**src/rtl/add_tree_res_acc.sv**
```systemverilog
// Accumulates ACC_LEN consecutive adder-tree partial sums into one saturated result
// and buffers completed results in a small FWFT FIFO drained by a valid/ready handshake.
module add_tree_res_acc #(
  parameter int DATA_WDT   = 16,
  parameter int LEN_WDT    = 8,
  parameter int FIFO_DEPTH = 4
) (
  input  logic                clk,
  input  logic                rst_n,
  input  logic                clk_en,
  input  logic [DATA_WDT-1:0] tree_res_word,
  input  logic                tree_res_val,
  input  logic [LEN_WDT-1:0]  acc_len,
  input  logic                acc_clr,
  output logic [DATA_WDT-1:0] out_word,
  output logic                out_val,
  input  logic                out_rdy,
  output logic                acc_busy,
  output logic                acc_ovf,
  output logic                acc_sat
);

  localparam int PTR_W = (FIFO_DEPTH > 1) ? $clog2(FIFO_DEPTH) : 1;
  localparam int CNT_W = PTR_W + 1;

  // Returns {clamped, value}: signed add one bit wider, then clamp to the output range.
  function automatic logic [DATA_WDT:0] sat_add(input logic [DATA_WDT-1:0] a,
                                                input logic [DATA_WDT-1:0] b);
    logic [DATA_WDT:0] ext;
    ext = {a[DATA_WDT-1], a} + {b[DATA_WDT-1], b};
    if (ext[DATA_WDT] != ext[DATA_WDT-1]) begin
      if (ext[DATA_WDT]) begin
        sat_add = {1'b1, 1'b1, {(DATA_WDT-1){1'b0}}};
      end else begin
        sat_add = {1'b1, 1'b0, {(DATA_WDT-1){1'b1}}};
      end
    end else begin
      sat_add = {1'b0, ext[DATA_WDT-1:0]};
    end
  endfunction

  logic [LEN_WDT-1:0]  cnt_q, cnt_d;
  logic [LEN_WDT-1:0]  len_q, len_d;
  logic [DATA_WDT-1:0] acc_q, acc_d;
  logic                acc_sat_q, acc_sat_d;
  logic                acc_ovf_q, acc_ovf_d;
  logic [DATA_WDT-1:0] mem_q [FIFO_DEPTH];
  logic [DATA_WDT-1:0] mem_d [FIFO_DEPTH];
  logic [PTR_W-1:0]    wr_ptr_q, wr_ptr_d;
  logic [PTR_W-1:0]    rd_ptr_q, rd_ptr_d;
  logic [CNT_W-1:0]    fifo_cnt_q, fifo_cnt_d;
  logic [DATA_WDT-1:0] out_word_q, out_word_d;

  logic                in_evt_s;
  logic                clr_evt_s;
  logic                pop_s;
  logic                push_s;
  logic                first_s;
  logic                last_s;
  logic                sat_hit_s;
  logic [LEN_WDT-1:0]  len_eff_s;
  logic [LEN_WDT-1:0]  grp_len_s;
  logic [DATA_WDT-1:0] sum_s;
  logic [DATA_WDT:0]   sat_res_s;
  logic                fifo_full_s;
  logic                wr_ok_s;

  // Event qualification, effective group length and the running sum for this partial.
  always_comb begin
    in_evt_s  = clk_en & tree_res_val & ~acc_clr;
    clr_evt_s = clk_en & acc_clr;
    pop_s     = clk_en & out_rdy & (fifo_cnt_q != {CNT_W{1'b0}});
    first_s   = (cnt_q == {LEN_WDT{1'b0}});
    len_eff_s = (acc_len == {LEN_WDT{1'b0}}) ? LEN_WDT'(1) : acc_len;
    grp_len_s = first_s ? len_eff_s : len_q;
    last_s    = (cnt_q == (grp_len_s - LEN_WDT'(1)));
    sat_res_s = sat_add(acc_q, tree_res_word);
    if (first_s) begin
      sum_s     = tree_res_word;
      sat_hit_s = 1'b0;
    end else begin
      sum_s     = sat_res_s[DATA_WDT-1:0];
      sat_hit_s = sat_res_s[DATA_WDT];
    end
  end

  // Group counter / accumulator next state; acc_clr takes priority over the input.
  always_comb begin
    cnt_d     = cnt_q;
    len_d     = len_q;
    acc_d     = acc_q;
    acc_sat_d = acc_sat_q;
    push_s    = 1'b0;
    if (clr_evt_s) begin
      cnt_d = {LEN_WDT{1'b0}};
      acc_d = {DATA_WDT{1'b0}};
    end else if (in_evt_s) begin
      acc_sat_d = acc_sat_q | sat_hit_s;
      if (first_s) begin
        len_d = len_eff_s;
      end else begin
        len_d = len_q;
      end
      if (last_s) begin
        push_s = 1'b1;
        cnt_d  = {LEN_WDT{1'b0}};
        acc_d  = {DATA_WDT{1'b0}};
      end else begin
        cnt_d = cnt_q + LEN_WDT'(1);
        acc_d = sum_s;
      end
    end else begin
      cnt_d = cnt_q;
    end
  end

  // FIFO update; a full FIFO still accepts a push when the head is popped the same cycle.
  always_comb begin
    fifo_full_s = (fifo_cnt_q == CNT_W'(FIFO_DEPTH));
    wr_ok_s     = push_s & (~fifo_full_s | pop_s);
    acc_ovf_d   = acc_ovf_q | (push_s & fifo_full_s & ~pop_s);
    for (int i = 0; i < FIFO_DEPTH; i++) begin
      mem_d[i] = mem_q[i];
    end
    if (wr_ok_s) begin
      mem_d[wr_ptr_q] = sum_s;
      wr_ptr_d        = wr_ptr_q + PTR_W'(1);
    end else begin
      wr_ptr_d = wr_ptr_q;
    end
    if (pop_s) begin
      rd_ptr_d = rd_ptr_q + PTR_W'(1);
    end else begin
      rd_ptr_d = rd_ptr_q;
    end
    fifo_cnt_d = fifo_cnt_q + (wr_ok_s ? CNT_W'(1) : CNT_W'(0)) - (pop_s ? CNT_W'(1) : CNT_W'(0));
  end

  // Registered head: follows the next head entry, holds the last word once empty.
  always_comb begin
    if (fifo_cnt_d != {CNT_W{1'b0}}) begin
      out_word_d = mem_d[rd_ptr_d];
    end else begin
      out_word_d = out_word_q;
    end
  end

  // State registers; clk_en low freezes everything.
  always_ff @(posedge clk or negedge rst_n) begin
    if (!rst_n) begin
      cnt_q      <= {LEN_WDT{1'b0}};
      len_q      <= {LEN_WDT{1'b0}};
      acc_q      <= {DATA_WDT{1'b0}};
      acc_sat_q  <= 1'b0;
      acc_ovf_q  <= 1'b0;
      wr_ptr_q   <= {PTR_W{1'b0}};
      rd_ptr_q   <= {PTR_W{1'b0}};
      fifo_cnt_q <= {CNT_W{1'b0}};
      out_word_q <= {DATA_WDT{1'b0}};
      for (int i = 0; i < FIFO_DEPTH; i++) begin
        mem_q[i] <= {DATA_WDT{1'b0}};
      end
    end else if (clk_en) begin
      cnt_q      <= cnt_d;
      len_q      <= len_d;
      acc_q      <= acc_d;
      acc_sat_q  <= acc_sat_d;
      acc_ovf_q  <= acc_ovf_d;
      wr_ptr_q   <= wr_ptr_d;
      rd_ptr_q   <= rd_ptr_d;
      fifo_cnt_q <= fifo_cnt_d;
      out_word_q <= out_word_d;
      for (int i = 0; i < FIFO_DEPTH; i++) begin
        mem_q[i] <= mem_d[i];
      end
    end
  end

  assign out_word = out_word_q;
  assign out_val  = (fifo_cnt_q != {CNT_W{1'b0}});
  assign acc_busy = (cnt_q != {LEN_WDT{1'b0}});
  assign acc_ovf  = acc_ovf_q;
  assign acc_sat  = acc_sat_q;

endmodule

```
**config.mk**
```make
export PLATFORM = sky130hd
export DESIGN_NAME = add_tree_res_acc
export DESIGN_NICKNAME = d
export VERILOG_FILES = /design/src/rtl/add_tree_res_acc.sv
export SDC_FILE = /design/constraint.sdc
export NUM_CORES = 1
export LEC_CHECK = 0
export ABC_AREA = 1
export BUFFER_PORTS_ARGS = -buffer_cell sky130_fd_sc_hd__buf_2
export CAP_MARGIN = 10
export CELL_PAD_IN_SITES_DETAIL_PLACEMENT = 1
export CELL_PAD_IN_SITES_GLOBAL_PLACEMENT = 1
export CORE_UTILIZATION = 49
export CTS_CLUSTER_DIAMETER = 200
export DETAILED_ROUTE_END_ITERATION = 10
export GPL_TIMING_DRIVEN = 0
export PLACE_DENSITY_LB_ADDON = 0.1
export RECOVER_POWER = 25
export SLEW_MARGIN = 20
export SYNTH_ARGS = -nofsm -noshare
export SYNTH_HDL_FRONTEND = slang
export SYNTH_SLANG_ARGS = --single-unit
```
**constraint.sdc**
```tcl
create_clock -name clk -period 7.5 [get_ports clk]
set_input_delay 0.75 -clock clk [delete_from_list [all_inputs] [get_ports clk]]
set_output_delay 0.75 -clock clk [all_outputs]
set_load 0.05 [all_outputs]
```
; ---- After elaboration in Yosys (flattened, before gate mapping)
; Cells that the tools add are included.
[op_classes]
add_sub_neg = 7
mul = 0
div_mod_pow = 0
magnitude_cmp = 3
n_eq_ne = 3
shifts = 0
muxes = 25
bitwise = 17
reduce_logical = 11
[op_table]
columns = operator, count
row1 = $mux 16, 8
row2 = $bwmux 64, 1
row3 = $mux 64, 1
row4 = $mux 8, 5
row5 = $bmux 16 s2, 1
row6 = $demux 16 s2, 1
row7 = $add 16x16->17, 1
row8 = $mux 17, 1
row9 = $logic_not 8->1, 2
row10 = $add 8x1->8 const B, 1
row11 = $and 1x1->1, 8
row12 = $eq 8x8->1, 1
row13 = $reduce_bool 8->1, 1
row14 = $sub 8x1->8 const B, 1
row15 = $ge 3x3->1 const B, 2
row16 = $mux 1, 6
row17 = $not 2->3, 2
row18 = $reduce_and 2->1, 3
row19 = $reduce_bool 3->1, 2
row20 = $add 2x1->2 const B, 2
row21 = $not 1->1, 4
row22 = $add 3x1->3, 1
row23 = $eq 3x3->1 const B, 1
row24 = $lt 3x1->1 const B, 1
row25 = other kinds (7), 9
[word_totals]
reg_bits = 121
latch_bits = 0
ramBits = 0
mem_bits_ro = 0
inputBits = 30
output_inout_bits = 20
wordCells = 79
mem_count = 0

; ---- Longest topological paths before layout
; Gate-level depths: netlist of the first run.
[logic_depth]
ltp_word = 14
depth_mapped = 34
ltp_nobuf = 30

; ---- Least setup slack after synthesis of the first run
; No wires, ideal clock.
[synth_path]
path_kind = register to register
startpoint = register cnt_q[0]
endpoint = register out_word_q[10] (netlist: out_word[10])
setup_ps = 118
t_arrival_ps = 4478
required_ps = 7382
path_slack_ps = 2904
stages_incl_launch_ff = 32
n_path_buf = 4
synth_period_minus_slack_ps = 4596
cell_sequence = dfrtp_1 -> inv_1 -> ha_1 -> nand2_1 -> nor2_8 -> buf_6 -> nand3_2 -> nand2_2 -> ha_1 -> xor2_1 -> nand3_1 -> nor2_1 -> nand2_1 -> nor2_4 -> nand3_2 -> nor2_4 -> buf_6 -> buf_6 -> inv_1 -> ha_1 -> inv_1 -> ha_1 -> inv_1 -> fa_1 -> xnor2_1 -> xor2_1 -> nand3_1 -> nand2_1 -> inv_1 -> buf_1 -> nand2_1 -> nand2_1
[synth_between]
elab_chain_len = 13
word_cells_on_any_way = 19
classes_between = add/sub (3) / eq/ne (1) / mux (11) / bitwise (1) / reduce/logical (3)
[synth_lines]
columns = item, line
row1 = from (decl), 42  ; logic [LEN_WDT-1:0] cnt_q, cnt_d;
row2 = from (signal assigned), 151  ; cnt_q <= {LEN_WDT{1'b0}};
row3 = from (signal assigned), 164  ; cnt_q <= cnt_d;
row4 = $logic_not 8->1, 73  ; first_s = (cnt_q == {LEN_WDT{1'b0}});
row5 = $mux 8, -
row6 = $sub 8x1->8, 76  ; last_s = (cnt_q == (grp_len_s - LEN_WDT'(1)));
row7 = $eq 8x8->1, 76
row8 = $mux 1, 104  ; if (last_s) begin
row9 = $mux 1, 97  ; end else if (in_evt_s) begin
row10 = $mux 1, 94  ; if (clr_evt_s) begin
row11 = $and 1x1->1, 120  ; wr_ok_s = push_s & (~fifo_full_s | pop_s);
row12 = $mux 1, 136  ; fifo_cnt_d = fifo_cnt_q + (wr_ok_s ? CNT_W'(1) : CNT_W'(0)) - (pop_s ? CNT_W'(1) : CNT_W'(0));
row13 = $add 3x1->3, 136
row14 = $sub 3x1->3, 136
row15 = $reduce_bool 3->1, 141  ; if (fifo_cnt_d != {CNT_W{1'b0}}) begin
row16 = $reduce_and 2->1 (no source line), -
row17 = to (signal assigned), 159  ; out_word_q <= {DATA_WDT{1'b0}};
row18 = to (signal assigned), 172  ; out_word_q <= out_word_d;
row19 = to (decl), 52  ; logic [DATA_WDT-1:0] out_word_q, out_word_d;
; Several ways; a longest one is shown, not always the timed one. The select of a mux whose other input is x is not followed.
; A chain may end at the register's enable or synchronous reset.

; ---- Worst setup path after layout of the first run
[layout_path]
startpoint = register cnt_q[0]
endpoint = register out_word_q[6] (netlist: out_word[6])
; Same word-level chain as after synthesis.

==> metrics.cfg, run 1 <==
[route]
vias = 7396
wl_um = 23780
ant_nets = 0
firstDrtPassIters = 8
drt-wirelength-per-cell_um = 18.65
via_per_inst = 5.801
drcViolationCount = 8
drt_iter0_drc = 607

[clock_tree]
clockBufferDepth = 2
clk_latency_ns = 0.43
holdBufCountCts = 0
cts_tree = done
htreeDepth = 4
cts_buffers = 17
cts_resized = 0
cts_setup_buffers = 0
path_clk_slew_ns = 0.06
root_buffer = clkbuf_16
cts_sinks = 121

[floorplan]
ioPinCount = 50
die_width_um = 124.8
start_util_pct = 50.47
die-height_um = 124.8
core.rowCount = 44
die_area_um2 = 15580
core_um2 = 14640

[sta]
fin_crit_sh_pct = 78.14
skew_ns = 0.01015
worst_pin_slew_ns = 2.841
slew_viol_final = 48
slew-limit-headroom_pct = -89.40
fin_ws_ns = 1.640
fin_tns_setup_ns = 0
timing.fmax_mhz = 170.6
final_hold_viol_count = 0
rsz0062_at_grt = no
finalSetupViolCount = 0
fin_crit_ns = 5.860

[cells_and_area]
nFillCells = 1898
antenna_cells = 0
nets = 1135
syn_to_final_growth_pct = 14.81
layout-drive-gt1-share_pct = 13.11

[pwr]
combPwrFrac_pct = 41.2
power_density_nw_per_um2 = 322.5
leakage_nw = 4.744
seq_power_share_pct = 28.6
power_frac_clock_pct = 30.2
p_switching_w = 0.001183
ir_drop_mv = 0.2087
internal-power_w = 0.001554
switching_share_pct = 43.23

[worst_setup_path]
cp_top_family = simple AND/OR/NAND/NOR gates
end_kind = flip-flop
cp.arrival_ns = 6.22
crit-reg2reg-launch = cnt_q[0]$_DFFE_PN0P_
slowest_delay_ns = 0.42
required_ns = 7.86
rrSetupSlack_ns = 1.64
start_kind = flip-flop
slowest_stage = buf_1
critPathBufInv = 9
crit_type = reg2reg
worstRegToRegCells = 32
path_max_fanout = 10
r2r_end = out_word[6]$_DFFE_PN0P_
worst_path_most_repeated_cell = nand2_1

[synthesis]
yosys_warnings = 0
seq_area_frac_synth_pct = 40.97
synth_cell_types = 36
synth.avg_cell_area_um2 = 7.318
ys_seq_elements = 121
syn_area_um2 = 7391
syn_nets = 1067
syn_inst = 1010

[run_status]
violations = design-rule violations, max-capacitance violations, max-slew violations
status = complete, but fails checks

[grt]
grt_overflow_total = 0
grt_pass1_wl_um = 38980
track_usage_pct = 31.93
antenna_found_initial = 0
grt_max_degree = 75
grt_pass1_vias = 7764

[placement]
dp_hpwl_um = 17090
numPortBuffers = 48
place_ws_ns = 1.720
gp_congestion = 0.8799

[hold_path]
worstHoldPathCells = 2
hold_class = reg2reg
min_delay_worst_endpoint = mem_q[49]$_DFFE_PN0P_
holdCritStartpoint = mem_q[49]$_DFFE_PN0P_

[run]
max-cap-violations = 1

-- how the worst max path moves through the flow --
stage / endpoint / startpoint / slack (ns) / depth (start not counted)
global route: out_word[6]$_DFFE_PN0P_ / cnt_q[0]$_DFFE_PN0P_ / 1.21 / 32
detailed placement: out_word[6]$_DFFE_PN0P_ / cnt_q[0]$_DFFE_PN0P_ / 1.72 / 31
global placement: out_word[6]$_DFFE_PN0P_ / cnt_q[0]$_DFFE_PN0P_ / 1.93 / 32
finish: out_word[6]$_DFFE_PN0P_ / cnt_q[0]$_DFFE_PN0P_ / 1.64 / 32
floorplan: out_word[10]$_DFFE_PN0P_ / cnt_q[0]$_DFFE_PN0P_ / 2.90 / 31
CTS: out_word[6]$_DFFE_PN0P_ / cnt_q[0]$_DFFE_PN0P_ / 1.65 / 31
-- layout make-up --
| type | count | area, um^2 | share of cell area (%) |
|---|---|---|---|
| tap | 184 | 230.2 | 2.713 |
| clock buffer | 19 | 452.9 | 5.338 |
| clock inverter | 13 | 145.1 | 1.710 |
| timing repair buffer | 49 | 266.5 | 3.141 |
| multi-input combinational | 780 | 3889 | 45.83 |
| sequential | 121 | 3028 | 35.68 |
| inverter | 65 | 245.2 | 2.890 |
| buffer | 44 | 229.0 | 2.698 |
-- per-stage QoR --
stage	power, W	hold slack, ns	cells	area (um^2)	utilization, %
detailed placement	0.001898	0.4530	1243	7899	53.94
global placement	0.001859	0.4476	1242	7861	53.68
global route	0.002875	0.4818	1275	8486	57.95
finish	0.002737	0.4628	1275	8486	57.95
floorplan	0.001562	0.4367	1010	7391	-
CTS	0.002734	0.2393	1275	8497	58.02
-- tightest hold or removal path, delay by kind of cell (launching register included) --
| kind | cells | cell delay [ns] |
|---|---|---|
| AND/OR/NAND/NOR | 2 | 0.11 |
| flip-flops | 1 | 0.32 |
-- power groups by stage --
stage | Sequential (W) | Combinational [W] | Clock, W
floorplan | 0.000893 | 0.000670 | 0
global placement | 0.000788 | 0.00107 | 0
detailed placement | 0.000792 | 0.00111 | 0
CTS | 0.000782 | 0.00112 | 0.000828
global route | 0.000790 | 0.00123 | 0.000857
finish | 0.000782 | 0.00113 | 0.000828
-- synth_stat cells, drive strengths merged --
cell,n,share of area (%)
clkinv,2,0.12
fa,2,0.54
o21ai,24,1.6
clkbuf,20,1.0
or2,1,0.085
o22ai,6,0.51
o2111ai,1,0.12
a31o,1,0.12
o21bai,3,0.30
nand2,374,20
nor2,49,3.0
and2,1,0.085
inv,63,3.2
a21oi,26,1.8
ha,25,4.2
buf,24,2.1
xnor2,5,0.59
xor2,16,1.9
nor3,4,0.27
dfrtp,121,41
nand4,2,0.17
a31oi,1,0.085
a21o,1,0.10
nand3,238,17
-- flip-flops by register name (all words and copies together), names as in the netlist --
register	cells
mem_q	64
len_q	8
wr_ptr_q	2
cnt_q	8
acc_sat	1
out_word	16
rd_ptr_q	2
acc_ovf	1
fifo_cnt_q	3
acc_q	16
-- placed cells by master, fill, tap and decap left out, types with 4 or more instances in the layout --
cell       instances
clkinv_4           5
inv_1             60
o22ai_1            6
buf_1              6
clkbuf_1          21
nor2_1            42
xor2_1            16
buf_2             59
a21oi_1           26
nand2_2            9
ha_1              25
buf_6              5
nand2_1          362
dfrtp_1          121
nor2_2             4
xnor2_1            5
nand3_2           20
nor3_1             4
nand3_1          218
clkbuf_16         17
o21ai_0           23
-- kinds of logic after synthesis --
group / share of synthesized area, %
AOI/OAI and AO/OA: 4.622
xor gates and xnor gates: 2.488
adders and majority gates: 4.774
buffers and inverters: 6.416
DFF: 40.97
and+or+nand+nor: 40.73
-- layer usage --
metal	vias up	wire, um	track usage [%]
li1	3444	-	-
met1	3720	10210	39.65
met2	181	12120	56.18
met3	51	857	4.124
met4	0	592	12.91
met5	-	0	0
Power figures use the tool's default switching activity.
==> run 2, diff against run 1 <==
Settings changed: ABC_AREA 1 to 0, CORE_UTILIZATION 49 to 42.
Clock period 7.5 ns to 4.7 ns, I/O delays scaled along.
==> run 2 against run 1 <==
Compared with the run above:
- register-to-register slack got worse by 2.0 ns
- final area up 2.9%
- critical path type unchanged
- worst setup slack worse by 2.0 ns
- combinational power rose by 88%
- routed wire length decreased by 1.3%
- largest power group unchanged
- the flow finishes with violations (max-capacitance violations, max-slew violations, negative setup slack)
- sequential power up 69%
- die area increased by 9.5%
- first-iteration DRC count is 40% lower
- critical endpoint is now out_word[3]$_DFFE_PN0P_
==> metrics.cfg, run 2 <==
[run_status]
status = complete, but fails checks
violations = max-capacitance violations, max-slew violations, negative setup slack

[synthesis]
synth.top_cells.by_count = dfrtp_1, nand2_1, o21ai_0
syn_area_um2 = 6944
synth_cell_types = 76
synth_area_leaders = dfrtp_1, o21ai_0, nand2_1
synth_top_area_share_pct = 43.60
yosys_warnings = 0
synth.avg_cell_area_um2 = 9.125
async_reset_ff_share_pct = 100.0
synth_top_area_cell = dfrtp_1
syn_nets = 818
synth-xor-area-share_pct = 2.270
seq_area_frac_synth_pct = 43.60
post-synth-top-count-cell = dfrtp_1
synth_compound_gate_area_share_pct = 24.18
synth_top_family_by_area = compound AO/OA/AOI/OAI gates
ys.flop_type = dfrtp_1
synth-adder-area-share_pct = 5.225
synth_mux_area_share_pct = 4.595
syn_inst = 761
synth_edf_count = 0
synthSimpleGateAreaFrac_pct = 17.10
ys_seq_elements = 121

[worst_setup_path]
crit_type = reg2reg
crit-reg2reg-launch = cnt_q[0]$_DFFE_PN0P_
rrSetupSlack_ns = -0.32
path_max_fanout = 8
end_kind = flip-flop
required_ns = 5.00
worstRegToRegCells = 21
cp.arrival_ns = 5.32
r2r_end = out_word[3]$_DFFE_PN0P_
start_kind = flip-flop

[pwr]
internal-power_w = 0.002841
switching_share_pct = 41.53
leakage_nw = 3.925
seq_power_share_pct = 27.2
finalPower_w = 0.004859
combPwrFrac_pct = 43.6
ir_drop_mv = 0.3370
power_frac_clock_pct = 29.2
power_density_nw_per_um2 = 556.2
p_switching_w = 0.002018

[floorplan]
die_area_um2 = 17050
core.rowCount = 46
core_um2 = 16000
ioPinCount = 50
die-height_um = 130.6
start_util_pct = 43.40
die_width_um = 130.6

[sta]
skew_ns = 0.01412
slew_viol_final = 66
fin_ws_ns = -0.3209
worst_pin_slew_ns = 3.784
fin_crit_ns = 5.021
rsz0062_at_grt = yes
final_hold_viol_count = 0
fin_tns_setup_ns = -3.916
slew-limit-headroom_pct = -152.3
hold_slack_ns = 0.3363
finalSetupViolCount = 16
fin_crit_sh_pct = 106.8
timing.fmax_mhz = 199.2

[route]
via_per_inst = 5.992
drcViolationCount = 0
firstDrtPassIters = 7
wl_met1_um = 10070
drt-wirelength-per-cell_um = 21.63
vias = 6501
top_layer = met4
drt_iter0_drc = 363
route.met2.wl_um = 12000
wl_um = 23470
ant_nets = 0
met3WireLength_um = 817

[placement]
dp_hpwl_um = 16140
placed_cells = 1026
gp_congestion = 0.8654
numPortBuffers = 48

[grt]
track_usage_pct = 29.27
grt_pass1_wl_um = 37450
grt_pass1_vias = 6947
grt_overflow_total = 0
grt_max_degree = 67
antenna_found_initial = 0

[clock_tree]
cts_buffers = 17
clk_latency_ns = 0.42
holdBufCountCts = 0
root_buffer = clkbuf_16
htreeDepth = 4
cts_tree = done
cts_sinks = 121
clockBufferDepth = 2
path_clk_slew_ns = 0.06

[cells_and_area]
multi_input_area_um2 = 3996
nets = 913
syn_to_final_growth_pct = 25.80
nFillCells = 1858
largest_reg_flops = 64
final_cell_mix = dfrtp_1, nand2_1, o21ai_0
layout_commonest_cell = dfrtp_1
layout-drive-gt1-share_pct = 21.98
layout.cells.non_filler = 1085
seqCellArea_um2 = 3035
antenna_cells = 0
top_register = mem_q

[hold_path]
worstHoldPathCells = 2
holdCritStartpoint = acc_len[7]
hold_class = in2reg
min_delay_worst_endpoint = len_q[7]$_DFFE_PN0P_

[run]
max-cap-violations = 1

-- run 2: logic make-up (layout without fill, tap and decap cells) --
logic type,count (synthesis),after routing
AOI/OAI and AO/OA,260,260
xor gates and xnor gates,18,18
adders and majority gates,28,28
buffers and inverters,54,162
DFF,121,121
muxes,30,30
and+or+nand+nor,250,250
-- run 2: metal layers --
layer / vias to the layer above / track usage, %
li1: 2990 / -
met1: 3315 / 36.09
met2: 154 / 51.38
met3: 42 / 4.560
met4: 0 / 11.36
met5: - / 0
-- run 2: area by class of cell --
type	instances	share of cell area (%)
timing repair buffer	80	6.130
multi-input combinational	586	45.75
buffer	31	2.134
sequential	121	34.75
inverter	19	0.8737
clock buffer	19	5.070
clock inverter	13	2.206
tap	216	3.094
-- run 2: timing repair --
item | CTS | global route
setup buffers | 23 | 8
pin swaps | 27 | 18
resized for setup | 53 | 15
cloned | 1 | 0
setup endpoints to repair | 30 | 16
-- run 2: how the worst max path moves through the flow --
stage | start | end | slack [ns]
global placement | cnt_q[0]$_DFFE_PN0P_ | out_word[14]$_DFFE_PN0P_ | -1.09
floorplan | cnt_q[1]$_DFFE_PN0P_ | out_word[3]$_DFFE_PN0P_ | -0.38
CTS | cnt_q[0]$_DFFE_PN0P_ | out_word[14]$_DFFE_PN0P_ | -0.37
global route | cnt_q[0]$_DFFE_PN0P_ | out_word[3]$_DFFE_PN0P_ | -0.52
detailed placement | cnt_q[0]$_DFFE_PN0P_ | out_word[5]$_DFFE_PN0P_ | -1.27
finish | cnt_q[0]$_DFFE_PN0P_ | out_word[3]$_DFFE_PN0P_ | -0.32
-- run 2: power groups by stage --
stage                     clock, W  sequential [W]  combinational [W]
after floorplan                  0         0.00150            0.00104
after global placement           0         0.00131            0.00173
after detailed placement         0         0.00132            0.00179
after CTS                  0.00143         0.00132            0.00204
after global routing       0.00148         0.00134            0.00227
final                      0.00142         0.00132            0.00212
-- run 2: through the flow --
step / util [%] / setup WS (ns) / cell area [um^2]
after floorplan: - / -0.3813 / 7047
after global placement: 47.23 / -1.089 / 7557
after detailed placement: 47.48 / -1.275 / 7597
after CTS: 54.14 / -0.3652 / 8663
after global routing: 54.60 / -0.5172 / 8736
final: 54.60 / -0.3209 / 8736
-- run 2: worst max-delay path, stage by stage, from the launching register on --
cell and delay [ns]:
dfrtp_2 0.42, inv_2 0.08, ha_4 0.12, or3b_4 0.38, buf_6 0.13, or3_1 0.31, a221o_1 0.32, a2111o_1 0.41
a2111oi_4 0.47, nand3_4 0.14, ha_4 0.28, inv_4 0.05, ha_4 0.11, inv_2 0.03, fa_2 0.35, xor2_2 0.17
xnor2_1 0.15, nand3b_1 0.16, nand2_4 0.16, a21oi_2 0.17, o21ai_1 0.09, o32a_1 0.37
